**src/rtl/shift_register_if.sv**
```systemverilog
// Bus between the SPI-style peripheral sequencer and the shift register datapath.
// The master drives strobes, load and serial input; the slave returns register state.
interface shift_register_if #(
    parameter int width = 8
);
    logic             peripheralClkEdge;
    logic             peripheralClk8Edge;
    logic             parallelLoad;
    logic [width-1:0] parallelDataIn;
    logic             serialDataIn;
    logic [width-1:0] parallelDataOut;
    logic             serialDataOut;
    logic             wordReady;

    modport master (
        output peripheralClkEdge,
        output peripheralClk8Edge,
        output parallelLoad,
        output parallelDataIn,
        output serialDataIn,
        input  parallelDataOut,
        input  serialDataOut,
        input  wordReady
    );

    modport slave (
        input  peripheralClkEdge,
        input  peripheralClk8Edge,
        input  parallelLoad,
        input  parallelDataIn,
        input  serialDataIn,
        output parallelDataOut,
        output serialDataOut,
        output wordReady
    );
endinterface

```
**src/rtl/shift_register.sv**
```systemverilog
// Serial/parallel shift register for the SPI-style peripheral datapath.
// Shifts MSB-out on peripheral clock-edge strobes and flags each completed word.
module shift_register #(
    parameter int width = 8
) (
    input  logic                  clk,
    input  logic                  resetN,
    shift_register_if.slave       bus
);
    localparam int cntW = $clog2(width + 1);
    localparam logic [cntW-1:0] lastBit = cntW'(width - 1);
    localparam logic [cntW-1:0] cntOne  = cntW'(1);

    logic [width-1:0] mem;
    logic [width-1:0] memNext;
    logic [cntW-1:0]  cnt;
    logic [cntW-1:0]  cntNext;
    logic             ready;
    logic             readyNext;

    always_comb begin
        memNext   = mem;
        cntNext   = cnt;
        readyNext = 1'b0;
        if (bus.peripheralClkEdge) begin
            if (bus.parallelLoad) begin
                memNext = bus.parallelDataIn;
                cntNext = '0;
            end else begin
                memNext = {mem[width-2:0], bus.serialDataIn};
                // A word-boundary strobe makes this shift bit 1 of a fresh word.
                if (bus.peripheralClk8Edge) begin
                    cntNext = cntOne;
                end else if (cnt == lastBit) begin
                    cntNext   = '0;
                    readyNext = 1'b1;
                end else begin
                    cntNext = cnt + cntOne;
                end
            end
        end
    end

    always_ff @(posedge clk) begin
        if (!resetN) begin
            mem   <= '0;
            cnt   <= '0;
            ready <= 1'b0;
        end else begin
            mem   <= memNext;
            cnt   <= cntNext;
            ready <= readyNext;
        end
    end

    assign bus.parallelDataOut = mem;
    assign bus.serialDataOut   = mem[width-1];
    assign bus.wordReady       = ready;
endmodule

```
**src/flat_wrapper.sv**
```systemverilog
// flat-port wrapper written by rule: the top's interface ports become plain ports
module shift_register_flat 
#(
    parameter int width = 8
)
  (clk, resetN, bus_peripheralClkEdge, bus_peripheralClk8Edge, bus_parallelLoad, bus_parallelDataIn, bus_serialDataIn, bus_parallelDataOut, bus_serialDataOut, bus_wordReady);
  shift_register_if #(.width(width)) bus_i ();
  input  logic clk;
  input  logic resetN;
  input wire logic [$bits(bus_i.peripheralClkEdge)-1:0] bus_peripheralClkEdge;
  input wire logic [$bits(bus_i.peripheralClk8Edge)-1:0] bus_peripheralClk8Edge;
  input wire logic [$bits(bus_i.parallelLoad)-1:0] bus_parallelLoad;
  input wire logic [$bits(bus_i.parallelDataIn)-1:0] bus_parallelDataIn;
  input wire logic [$bits(bus_i.serialDataIn)-1:0] bus_serialDataIn;
  output wire logic [$bits(bus_i.parallelDataOut)-1:0] bus_parallelDataOut;
  output wire logic [$bits(bus_i.serialDataOut)-1:0] bus_serialDataOut;
  output wire logic [$bits(bus_i.wordReady)-1:0] bus_wordReady;
  assign bus_i.peripheralClkEdge = bus_peripheralClkEdge;
  assign bus_i.peripheralClk8Edge = bus_peripheralClk8Edge;
  assign bus_i.parallelLoad = bus_parallelLoad;
  assign bus_i.parallelDataIn = bus_parallelDataIn;
  assign bus_i.serialDataIn = bus_serialDataIn;
  assign bus_parallelDataOut = bus_i.parallelDataOut;
  assign bus_serialDataOut = bus_i.serialDataOut;
  assign bus_wordReady = bus_i.wordReady;
  shift_register #(.width(width)) u_core (.clk(clk), .resetN(resetN), .bus(bus_i));
endmodule
```
**config.mk**
```make
export PLATFORM = sky130hd
export DESIGN_NAME = shift_register_flat
export DESIGN_NICKNAME = d
export VERILOG_FILES = /design/src/rtl/shift_register_if.sv /design/src/rtl/shift_register.sv /design/src/flat_wrapper.sv
export SDC_FILE = /design/constraint.sdc
export NUM_CORES = 1
export LEC_CHECK = 0
export ABC_AREA = 1
export BUFFER_PORTS_ARGS = -buffer_cell sky130_fd_sc_hd__buf_2
export CORE_AREA = 2 2 40 42
export CTS_BUF_LIST = sky130_fd_sc_hd__clkbuf_2
export DETAILED_ROUTE_END_ITERATION = 8
export DIE_AREA = 0 0 42 44
export GPL_TIMING_DRIVEN = 1
export PLACE_DENSITY = 0.77
export SYNTH_ARGS = -nofsm -noshare
export SYNTH_HDL_FRONTEND = slang
export SYNTH_SLANG_ARGS = --single-unit
```
**constraint.sdc**
```tcl
create_clock -name clk -period 1.14 [get_ports clk]
set_input_delay 0.114 -clock clk [delete_from_list [all_inputs] [get_ports clk]]
set_output_delay 0.114 -clock clk [all_outputs]
set_load 0.01 [all_outputs]
```
==> metrics <==
status finished clean; ys async rst share 0%; largest area contributor in the netlist dfxtp_1; Buf/Inv on CP 0; Fmax ~950 MHz; HP Class input pin to flip-flop; vias in the first global route between 500 and 600; ranking of synthesized cells by area dfxtp_1 (39%), nand2_1 (14%), o211ai_1 (9.0%), nand3_1 (7.5%), inv_1 (7.3%); cell repeated most along the worst path nand2_1; Yosys reg bits 13; R2R Path Start u_core.cnt[0]; CTS tree built; CP max stage cell dfxtp_4; vias per cell between 4 and 5; DRT iter0 DRCs 5; Fin. Hold Viols 0; layout cells sized above 1 between 20% and 30%; Post-Synth XOR/XNOR Area 0%; starting density of the core 46.91%; ratio of final minimum period to clock period approximately 92%; die width 42 um; Core Util, Final a little over half; post-detail-place hpwl 890 um; Net Sw Power around 0.00025 W; # hold bufs at CTS 0; Final setup viols 0; Nets 128; sequence of cells on the critical path ha_1 > nand3_1 > nand2_1 > nand2_1 > nand2_1 > a21oi_1; mapped cell area ~670 um^2; Syn Area/Cell 7.315 um^2; Worst Path Required about 1400 ps; initial antenna violation count 0; Worst setup SP type flip-flop; Tmin final about 1000 ps; PortBufs 23; clock buffer count from CTS 3; CTS max path bufs 2; Gate Count Post-Synth a little over 90; Max-Cap Viols 0; residual DRC count 0; register area share after synthesis approximately two fifths; Setup Skew approximately 7 ps; number of cell rows 14; first-pass GRT wire length roughly 2.1 mm; TNS Setup 0 ps; IO Pins 24; critical path class flip-flop to flip-flop; largest net degree at the start of global routing 23; drt total wl approximately 1.2 mm; worst path arrival time 1250 ps; total number of vias ~620; worst-skew pair later-pin latency roughly 270 ps; Main synth FF type dfxtp_1; Final Instance Area a little under 800 um^2; Routed Antenna Nets 0; Detailed Routing Iterations Pass 1 5; post-synth top area share approximately 40%; normalized max-slew margin 75.40%; Leak roughly 0.42 nW; post-synthesis compound-gate area fraction between 10% and 20%; switch share 28.29%; ant diodes 0; peak supply drop roughly 0.60 mV; GPL Wtd Cong between 0.6 and 0.7; top-count cell post-synth nand2_1; CTS H-Tree Depth 1; clock tree sinks 13; clock power share a little over a quarter; Area growth, synth to finish 16.54%; PwrDens ~1100 nW/um^2; Unique masters post-synth 19; core area roughly 1400 um^2; Synth Warn # 0; Synth Area in Adders ~1.9%; Hold Startpoint bus_peripheralClk8Edge; Synth Net Count 106; FF-to-FF setup slack ~92 ps; Die ar. between 1500 and 2000 um^2; DR WL/cell 9.563 um; launch point of the worst path u_core.cnt[0]; critical path's largest stage delay around 380 ps; Crit Path Max Fanout 5; number of synthesized flops with an enable pin 0; Slew Limit Fails 0; Top delay family on crit path flip-flops; die height around 44 um; RSZ-0062 raised after global routing false; Slew @ Worst Pin 369.0 ps; crit end category flip-flop; main combinational cell family by area after synthesis simple AND/OR/NAND/NOR gates; Area after DPL ~750 um^2; CTS clk-pin slew, worst paths around 130 ps; synth cell count leaders nand2_1 (25), dfxtp_1 (13), inv_1 (13); Placed Instances roughly 120; fin cells between 100 and 150; gr ovfl total 0; Comb power frac between 10% and 20%; GRT Util Overall 15.07%; mux contribution to synthesized area 0%; sequential power share approximately 56%; clock root cell clkbuf_2; simple-gate share of the synthesized area about 30%; internal power ~0.00063 W
[cell type report]
class	count	area (um^2)
clock buffers	4	20.02
well taps	16	20.02
fillers	136	643.1
inverters	14	57.56
repair buffers	23	115.1
multi-input cells	58	297.8
flip-flops and latches	13	265.3
[registers in the layout, indices dropped and copies added, names as in the netlist]
| name | cells |
|---|---|
| u_core.bus.parallelDataOut | 8 |
| u_core.cnt | 4 |
| u_core.bus.wordReady | 1 |
[cell usage in the layout (no fill, tap or decap), drive strengths merged]
cell	netlist	final
o21ai	1	1
ha	1	1
nor4	1	1
nand3	10	10
o211ai	8	8
a21oi	3	3
a31oi	1	1
inv	14	14
buf	6	23
nand4	1	1
nor3	1	1
nor2	5	5
dfxtp	13	13
clkbuf	0	4
nand2	26	26
[timing repair]
action / 4_1_cts / 5_1_grt
resized for setup: 0 / 3
endpoints found under the setup margin: 0 / 2
setup buffers: 0 / 0
[metrics by stage]
step	power [W]	hold slack, ps	worst slack [ps]
global route	0.0009282	46.38	1.311
finish	0.0008813	49.75	91.79
detailed placement	0.0006509	345.2	89.15
global placement	0.0006484	350.3	112.2
CTS	0.0008891	45.55	67.41
floorplan	0.0006076	191.2	157.8
[power groups by stage]
stage / combinational, W / sequential (W) / clock [W]
after floorplan: 0.0000947 / 0.000513 / 0
after global placement: 0.000145 / 0.000504 / 0
after detailed placement: 0.000146 / 0.000504 / 0
after CTS: 0.000147 / 0.000495 / 0.000247
after global routing: 0.000164 / 0.000499 / 0.000266
final: 0.000145 / 0.000495 / 0.000242
[worst paths after layout]
path	cells past startpoint	to
worst max register to register	6	u_core.cnt[0]
worst max-delay path	6	u_core.cnt[0]
worst min-delay path	2	u_core.bus.wordReady
worst min register to register	2	u_core.cnt[1]
[layer usage]
metal | GRT usage (%) | wire [um] | vias up
met3 | 2.917 | 66 | 2
met4 | 9.677 | 8 | 0
li1 | - | - | 338
met2 | 25.31 | 572 | 16
met5 | 0 | 0 | -
met1 | 17.65 | 578 | 259
[cells by family (layout without fill, tap and decap cells)]
logic type | after synthesis | count (layout)
compound gates | 13 | 13
fa+ha+maj | 1 | 1
buf+inv | 20 | 41
flops | 13 | 13
simple gates | 44 | 44
No activity file was read; power rests on OpenSTA's default activity.
